--- src/rtl/seven_seg_capture_if.sv ---
// rtl/seven_seg_capture_if.sv - seven-segment display bus and recovered-digit outputs
// The master drives the display lines; the slave is the capture block.
interface seven_seg_capture_if #(
  parameter int NUM_DIGITS = 4
);
  logic [6:0]              seg_in;
  logic [NUM_DIGITS-1:0]   dig_sel;
  logic [4*NUM_DIGITS-1:0] bcd_digits;
  logic [NUM_DIGITS-1:0]   digit_valid;
  logic                    capture_pulse;
  logic                    err_pulse;
  logic                    frame_done;

  modport master (
    output seg_in,
    output dig_sel,
    input  bcd_digits,
    input  digit_valid,
    input  capture_pulse,
    input  err_pulse,
    input  frame_done
  );

  modport slave (
    input  seg_in,
    input  dig_sel,
    output bcd_digits,
    output digit_valid,
    output capture_pulse,
    output err_pulse,
    output frame_done
  );
endinterface

--- src/rtl/seven_seg_capture.sv ---
// rtl/seven_seg_capture.sv - recovers BCD digits from a multiplexed seven-segment bus
// A digit is captured once {dig_sel, seg_in} has been identical for STABLE_CYCLES edges.
module seven_seg_capture #(
  parameter int NUM_DIGITS    = 4,
  parameter int STABLE_CYCLES = 4
) (
  input  logic                clk,
  input  logic                rst_n,
  seven_seg_capture_if.slave  bus
);

  typedef enum logic [1:0] {
    ST_WAIT  = 2'd0,
    ST_COUNT = 2'd1,
    ST_HELD  = 2'd2
  } state_t;

  localparam logic [7:0] LAST_CNT = 8'(STABLE_CYCLES - 1);

  state_t                  state, state_next;
  logic [7:0]              cnt, cnt_next;
  logic [NUM_DIGITS-1:0]   s_sel;
  logic [6:0]              s_seg;
  logic [NUM_DIGITS-1:0]   seen;
  logic [4*NUM_DIGITS-1:0] bcd_q;
  logic [NUM_DIGITS-1:0]   valid_q;
  logic                    cap_q, err_q, frame_q;

  logic                    sel_onehot;
  logic                    match;
  logic                    capture;
  logic                    dec_valid, dec_blank;
  logic [3:0]              dec_bcd;

  function automatic logic is_onehot(input logic [NUM_DIGITS-1:0] v);
    return (v != '0) && ((v & (v - 1'b1)) == '0);
  endfunction

  // Returns {valid, blank, bcd}; anything not in the table is neither.
  function automatic logic [5:0] decode(input logic [6:0] seg);
    logic [5:0] r;
    case (seg)
      7'b1111110: r = {2'b10, 4'd0};
      7'b0110000: r = {2'b10, 4'd1};
      7'b1101101: r = {2'b10, 4'd2};
      7'b1111001: r = {2'b10, 4'd3};
      7'b0110011: r = {2'b10, 4'd4};
      7'b1011011: r = {2'b10, 4'd5};
      7'b1011111: r = {2'b10, 4'd6};
      7'b1110000: r = {2'b10, 4'd7};
      7'b1111111: r = {2'b10, 4'd8};
      7'b1111011: r = {2'b10, 4'd9};
      7'b0000000: r = {2'b01, 4'd0};
      default:    r = {2'b00, 4'd0};
    endcase
    return r;
  endfunction

  assign sel_onehot = is_onehot(bus.dig_sel);
  assign match      = (bus.dig_sel == s_sel) && (bus.seg_in == s_seg);
  assign {dec_valid, dec_blank, dec_bcd} = decode(s_seg);

  // State register
  always_ff @(posedge clk or negedge rst_n) begin
    if (!rst_n) begin
      state <= ST_WAIT;
      cnt   <= 8'd0;
    end else begin
      state <= state_next;
      cnt   <= cnt_next;
    end
  end

  // Next-state logic
  always_comb begin
    state_next = state;
    case (state)
      ST_WAIT: begin
        state_next = sel_onehot ? ST_COUNT : ST_WAIT;
      end
      ST_COUNT: begin
        if (match && sel_onehot)
          state_next = (cnt == LAST_CNT) ? ST_HELD : ST_COUNT;
        else
          state_next = sel_onehot ? ST_COUNT : ST_WAIT;
      end
      ST_HELD: begin
        if (!match)
          state_next = sel_onehot ? ST_COUNT : ST_WAIT;
      end
      default: state_next = ST_WAIT;
    endcase
  end

  // Output / counter logic; any broken dwell restarts the count on the new input.
  always_comb begin
    capture  = 1'b0;
    cnt_next = sel_onehot ? 8'd1 : 8'd0;
    case (state)
      ST_COUNT: begin
        if (match && sel_onehot) begin
          if (cnt == LAST_CNT) begin
            capture  = 1'b1;
            cnt_next = cnt;
          end else begin
            cnt_next = cnt + 8'd1;
          end
        end
      end
      ST_HELD: begin
        if (match)
          cnt_next = cnt;
      end
      default: ;
    endcase
  end

  // Sample register and captured-digit datapath
  always_ff @(posedge clk or negedge rst_n) begin
    if (!rst_n) begin
      s_sel   <= '0;
      s_seg   <= 7'd0;
      seen    <= '0;
      bcd_q   <= '0;
      valid_q <= '0;
      cap_q   <= 1'b0;
      err_q   <= 1'b0;
      frame_q <= 1'b0;
    end else begin
      s_sel   <= bus.dig_sel;
      s_seg   <= bus.seg_in;
      cap_q   <= capture;
      err_q   <= 1'b0;
      frame_q <= 1'b0;
      if (capture) begin
        err_q <= !dec_valid && !dec_blank;
        for (int i = 0; i < NUM_DIGITS; i++) begin
          if (s_sel[i]) begin
            valid_q[i] <= dec_valid;
            if (dec_valid)
              bcd_q[4*i +: 4] <= dec_bcd;
          end
        end
        // Completing the mask restarts it empty, current digit included.
        if (&(seen | s_sel)) begin
          frame_q <= 1'b1;
          seen    <= '0;
        end else begin
          seen    <= seen | s_sel;
        end
      end
    end
  end

  assign bus.bcd_digits    = bcd_q;
  assign bus.digit_valid   = valid_q;
  assign bus.capture_pulse = cap_q;
  assign bus.err_pulse     = err_q;
  assign bus.frame_done    = frame_q;

endmodule

--- src/flat_wrapper.sv ---
// flat-port wrapper written by rule: the top's interface ports become plain ports
module seven_seg_capture_flat 
#(
  parameter int NUM_DIGITS    = 4,
  parameter int STABLE_CYCLES = 4
)
  (clk, rst_n, bus_seg_in, bus_dig_sel, bus_bcd_digits, bus_digit_valid, bus_capture_pulse, bus_err_pulse, bus_frame_done);
  seven_seg_capture_if #(.NUM_DIGITS(NUM_DIGITS)) bus_i ();
  input  logic clk;
  input  logic rst_n;
  input wire logic [$bits(bus_i.seg_in)-1:0] bus_seg_in;
  input wire logic [$bits(bus_i.dig_sel)-1:0] bus_dig_sel;
  output wire logic [$bits(bus_i.bcd_digits)-1:0] bus_bcd_digits;
  output wire logic [$bits(bus_i.digit_valid)-1:0] bus_digit_valid;
  output wire logic [$bits(bus_i.capture_pulse)-1:0] bus_capture_pulse;
  output wire logic [$bits(bus_i.err_pulse)-1:0] bus_err_pulse;
  output wire logic [$bits(bus_i.frame_done)-1:0] bus_frame_done;
  assign bus_i.seg_in = bus_seg_in;
  assign bus_i.dig_sel = bus_dig_sel;
  assign bus_bcd_digits = bus_i.bcd_digits;
  assign bus_digit_valid = bus_i.digit_valid;
  assign bus_capture_pulse = bus_i.capture_pulse;
  assign bus_err_pulse = bus_i.err_pulse;
  assign bus_frame_done = bus_i.frame_done;
  seven_seg_capture #(.NUM_DIGITS(NUM_DIGITS), .STABLE_CYCLES(STABLE_CYCLES)) u_core (.clk(clk), .rst_n(rst_n), .bus(bus_i));
endmodule
--- config.mk ---
export PLATFORM = sky130hd
export DESIGN_NAME = seven_seg_capture_flat
export DESIGN_NICKNAME = d
export VERILOG_FILES = /design/src/rtl/seven_seg_capture_if.sv /design/src/rtl/seven_seg_capture.sv /design/src/flat_wrapper.sv
export SDC_FILE = /design/constraint.sdc
export NUM_CORES = 1
export LEC_CHECK = 0
export CORE_AREA = 2 2 79 81
export DETAILED_ROUTE_END_ITERATION = 16
export DIE_AREA = 0 0 81 83
export DONT_BUFFER_PORTS = 1
export GPL_ROUTABILITY_DRIVEN = 0
export MAX_ROUTING_LAYER = met4
export PLACE_DENSITY = 0.57
export SYNTH_ARGS = -nofsm -noshare
export SYNTH_HDL_FRONTEND = slang
export SYNTH_SLANG_ARGS = --single-unit
--- constraint.sdc ---
create_clock -name clk -period 3 [get_ports clk]
set_input_delay 0.3 -clock clk [delete_from_list [all_inputs] [get_ports clk]]
set_output_delay 0.3 -clock clk [all_outputs]
set_load 0.02 [all_outputs]
Word-level counts from Yosys, hierarchy flattened
Cells that the tools add are included.
- word-level logic and storage cells: 75
- output and inout bits: 23
- bits in registers: 48
- bits of input ports: 13
- mux-type cells: 18
- $add $sub $neg: 2
- bitwise gates (word level): 2
- reductions and logical operators: 20
- eq/ne operators: 17
- operator list (operator ; number):
    case mux 6 bit (11 select lines) ; 1
    equality test 7 bit, second input constant ; 8
    2-to-1 mux 8 bit ; 3
    case mux 8 bit (2 select lines) ; 1
    equality test 7 x 6 -> 1 bit, second input constant ; 2
    AND reduction 3 bit ; 4
    AND reduction 2 bit ; 5
    adder 8 x 1 -> 8 bit, second input constant ; 1
    equality test 8 x 2 -> 1 bit, second input constant ; 1
    2-to-1 mux 1 bit ; 8
    equality test 7 bit ; 1
    logical NOT 7 bit ; 1
    2-to-1 mux 2 bit ; 3
    case mux 2 bit (3 select lines) ; 1
    bitwise AND 4 bit ; 1
    equality test 4 bit ; 1
    logical AND 1 bit ; 4
    logical NOT 4 bit ; 1
    2-to-1 mux 4 bit ; 1
    bitwise OR 4 bit ; 1
    AND reduction 4 bit ; 1
    nonzero test 4 bit ; 1
    subtractor 4 x 1 -> 4 bit, second input constant ; 1
    inequality test 3 bit, second input constant ; 1
    5 further kinds ; 6

Logic depth before layout (Yosys ltp)
- word-level depth: 8
- gate-level depth with buffers: 7
- depth with buffers taken out: 6

Least setup slack after synthesis
Ideal clock, no wire load.
- path type: register to register
- from: reg u_core.s_seg[4]
- to: reg u_core.bcd_q[0] (netlist: u_core.bus.bcd_digits[0])
- cell stages (with the launch flop): 7
- data required time: 2.875 ns
- period minus slack after synthesis: 1.900 ns
- setup slack: 1.100 ns
- library setup time: 0.125 ns
- data arrival time: 1.775 ns
- buffers on the path: 1
- path through: dfrtp_1 -> buf_4 -> xnor2_1 -> nand4_1 -> nor3_2 -> nand4_1 -> mux2_2
- longest elaborated chain between the ends: 6
- elaborated cells on any way between the ends: 18
- those cells by class: eq/ne: 11; mux: 3; reduce/logical: 4
- ends and longest elaborated chain (what ; RTL line ; text):
    start: declaration ; seven_seg_capture.sv:23 ; logic [6:0] s_seg;
    start signal: assignment ; seven_seg_capture.sv:131 ; s_seg <= bus.seg_in;
    equality test 7 bit ; seven_seg_capture.sv:60 ; assign match = (bus.dig_sel == s_sel) && (bus.seg_in == s_seg);
    logical AND 1 bit ; seven_seg_capture.sv:60 ;
    logical AND 1 bit ; seven_seg_capture.sv:101 ; if (match && sel_onehot) begin
    2-to-1 mux 1 bit ; seven_seg_capture.sv:101 ;
    2-to-1 mux 1 bit ; seven_seg_capture.sv:99 ; case (state)
    AND reduction 3 bit (no line) ; -- ;
    end signal: assignment ; seven_seg_capture.sv:124 ; bcd_q <= '0;
    end signal: indexed assignment ; seven_seg_capture.sv:141 ; bcd_q[4*i +: 4] <= dec_bcd;
    end: declaration ; seven_seg_capture.sv:25 ; logic [4*NUM_DIGITS-1:0] bcd_q;
Parallel ways exist; a longest one is shown, timed or not.
A chain may end at the register's enable or synchronous reset.

Final worst setup path
- from: reg u_core.s_sel[0]
- to: reg u_core.bcd_q[15] (netlist: u_core.bus.bcd_digits[15])
- longest elaborated chain between the ends: 6
- ends and longest elaborated chain (what ; RTL line ; text):
    start: declaration ; seven_seg_capture.sv:22 ; logic [NUM_DIGITS-1:0] s_sel;
    start signal: assignment ; seven_seg_capture.sv:130 ; s_sel <= bus.dig_sel;
    equality test 4 bit ; seven_seg_capture.sv:60 ;
    logical AND 1 bit ; seven_seg_capture.sv:60 ;
    logical AND 1 bit ; seven_seg_capture.sv:101 ;
    2-to-1 mux 1 bit ; seven_seg_capture.sv:101 ;
    2-to-1 mux 1 bit ; seven_seg_capture.sv:99 ;
    AND reduction 3 bit (no line) ; -- ;
No other way between the ends.

==> results.py <==
metrics = {
    "die": {
        "rows": 28,
        "initial_core_util_pct": 39.5,
        "io_pins": 36,
        "dieArea_um2": 6720,
        "die_h_um": 83,
        "die_w_um": 81,
        "coreArea_um2": 5820,
    },
    "clocking": {
        "cts.sinks": 48,
        "cts_tree": "done",
        "cts_buffers": 5,
        "clk_latency_ns": 0.30,
        "cts_buffer_depth": 2,
        "htree_levels": 2,
        "cts_setup_buffers": 0,
        "cts.clk_slew.worst_paths_ns": 0.10,
        "cts-root-buf": "clkbuf_8",
    },
    "logic_synthesis": {
        "ys_seq_elements": 48,
        "synth_top_family_by_area": "simple AND/OR/NAND/NOR gates",
        "netlist_area_um2": 2300,
        "synth_compound_area_share_pct": 10.6,
        "yosys.area_share.simple_pct": 18.1,
        "synth-adder-area-share_pct": 0.544,
        "synth_seq_area_share_pct": 52.3,
        "muxShareOfSynthArea_pct": 10.3,
        "synth-main-ff-cell": "dfrtp_1",
        "async_reset_ff_share_pct": 100,
        "synth_cells": 210,
        "syn_area_per_cell_um2": 10.9,
        "synth_edf_count": 0,
        "yosys.area_share.xor_xnor_pct": 4.57,
        "syn-num-nets": 224,
        "ys_warn_count": 0,
        "synth_cell_types": 44,
    },
    "timing": {
        "setup_slack_ns": 0.705,
        "fin_crit_ns": 2.30,
        "tightest_slew_ns": 0.753,
        "max_slew_margin_pct": 49.7,
        "finalSetupViolations": 0,
        "max_freq_mhz": 436,
        "tns_ns": 0,
        "drv_slew": 0,
        "fin_worst_skew_ns": 0.00961,
        "fin_hold_ws_ns": 0.0265,
        "period_share_pct": 76.5,
        "final_hold_viol_count": 0,
        "grt_setup_unrepaired": "false",
    },
    "min_path": {
        "hold_end": "u_core.s_seg[5]",
        "min_from": "bus_seg_in[5]",
        "holdPathStages": 0,
        "min_path_type": "in2reg",
    },
    "layout": {
        "nNetsFinal": 231,
        "area_delta_synth_final_pct": 12.4,
        "drive_above_1_share_pct": 17.0,
        "nFillCells": 597,
        "insertedDiodeCount": 0,
    },
    "global_route": {
        "grt_max_degree": 49,
        "overflow": 0,
        "grt_use_total_pct": 15.6,
        "grt_pass1_wl_mm": 7.98,
        "antenna_found_initial": 0,
        "grt_pass1_vias": 1567,
    },
    "worst_setup_path": {
        "worstPathMaxFanout": 9,
        "path_class": "reg2reg",
        "required_ns": 3.19,
        "timing.critical_path.from_type": "flip-flop",
        "worst_r2r_endpoint": "u_core.bus.bcd_digits[15]",
        "end_kind": "flip-flop",
        "r2r-start": "u_core.s_sel[0]",
        "worst_ep_arrival_time_ns": 2.49,
        "r2r_slack_ns": 0.70,
        "reg2reg_depth": 5,
    },
    "placed_design": {
        "place_ws_ns": 0.754,
        "hpwl_mm": 3.36,
        "portBuffers": 0,
    },
    "power": {
        "peakVddDrop_mv": 0.384,
        "leakagePower_nw": 1.12,
        "cellPowerDensity_nw_per_um2": 480,
        "power_mw": 1.24,
    },
    "detailed_routing": {
        "drcViolationCount": 0,
        "routed_wl_mm": 4.83,
        "drt-initial-drc-count": 85,
        "vias": 1599,
        "dr.pass1.iters": 4,
        "wl_per_cell_um": 16.5,
        "routed_via_density": 5.46,
        "ant_nets": 0,
    },
    "outcome": {
        "status": "finished clean",
    },
    "job": {
        "maxCapViolCount": 0,
    },
}
worst max path at each step:
stage                                endpoint       startpoint  slack [ns]
floorplan            u_core.bus.bcd_digits[0]  u_core.s_seg[4]        1.10
global placement    u_core.bus.bcd_digits[15]  u_core.s_seg[1]        0.76
detailed placement  u_core.bus.bcd_digits[14]  u_core.s_seg[1]        0.75
CTS                 u_core.bus.bcd_digits[14]  u_core.s_seg[1]        0.74
global route         u_core.bus.bcd_digits[6]  u_core.s_sel[0]        0.57
finish              u_core.bus.bcd_digits[15]  u_core.s_sel[0]        0.70
per-layer routing:
layer  part of all wire, %  up-vias  GRT usage, %  wire length, µm
met2                    48       24          23.1             2310
li1                      -      780             -                -
met1                    48      793          22.2             2300
met3                   4.0        2          3.91              191
met4                  0.60        0          2.31               29
met5                     0        -             -                0
area by class of cell:
| type | instances | area [µm²] | area share [%] |
|---|---|---|---|
| clock inverter | 3 | 46.3 | 1.79 |
| sequential | 48 | 1200 | 46.5 |
| multi-input combinational | 143 | 1010 | 39.3 |
| clock buffer | 5 | 68.8 | 2.66 |
| timing repair buffer | 11 | 128 | 4.94 |
| inverter | 8 | 30.0 | 1.16 |
| tap | 75 | 93.8 | 3.63 |
sequential cells by signal, summed over array words and instances (netlist names):
name and count:
u_core.bus.bcd_digits 16, u_core.state 2, u_core.bus.capture_pulse 1, u_core.s_sel 4
u_core.seen 4, u_core.s_seg 7, u_core.bus.err_pulse 1, u_core.bus.digit_valid 4
u_core.bus.frame_done 1, u_core.cnt 8
cells in the final DEF, fill, tap and decap left out, drive strengths merged, types with 3 or more instances in the layout:
cell type / instances
dfrtp: 48
mux2: 21
nand3: 12
a21oi: 12
nor2: 11
xnor2: 11
dlygate4sd3: 10
nand2: 9
inv: 9
o21ai: 8
nor3: 7
nand4: 6
a211oi: 6
clkbuf: 5
nor2b: 4
nor4: 4
o22ai: 4
nor4b: 3
or3: 3
power by group:
part	internal (mW)	switching, mW
Sequential	0.656	0.0188
Clock	0.252	0.234
Combinational	0.0374	0.0428
metrics by stage:
step	cells	instance area, µm²	utilization (%)
final	293	2580	44.4
after detailed placement	274	2340	40.2
after global routing	293	2580	44.4
after global placement	274	2340	40.2
after floorplan	210	2300	-
after CTS	284	2490	42.9
cells by family after synthesis:
group,after synthesis
AO/OA/AOI/OAI,38
buffers and inverters,19
flip-flops,48
AND/OR/NAND/NOR,71
XOR/XNOR,12
adder cells (fa/ha/maj),1
multiplexers,21
cell usage after synthesis (all sizes together) (4+ instances only):
cell type  number  share of area [%]
o21ai           8                1.7
o22ai           4                1.1
inv             8                1.3
nor3            7                2.2
nor2b           4                1.1
a21oi          12                2.6
nor4            4                1.1
buf             7                1.5
mux2           21                 10
dfrtp          48                 52
nor2           11                1.8
clkbuf          4               0.76
xnor2          11                4.2
nand4           6                1.9
nand3          12                2.6
a211oi          6                2.2
nand2           9                1.5
repair_timing:
item                                   in CTS  in global routing
hold buffers                                2                  9
endpoints found under the hold margin      48                  9
resized for setup                           0                  0
critical path, cell delays in order, from the launching register on:
cell	delay (ns)
dfrtp_1	0.44
xnor2_1	0.26
nand4_1	0.23
nor3_2	0.57
nand4_1	0.34
mux2_2	0.36
(Power assumes the default switching activity.)
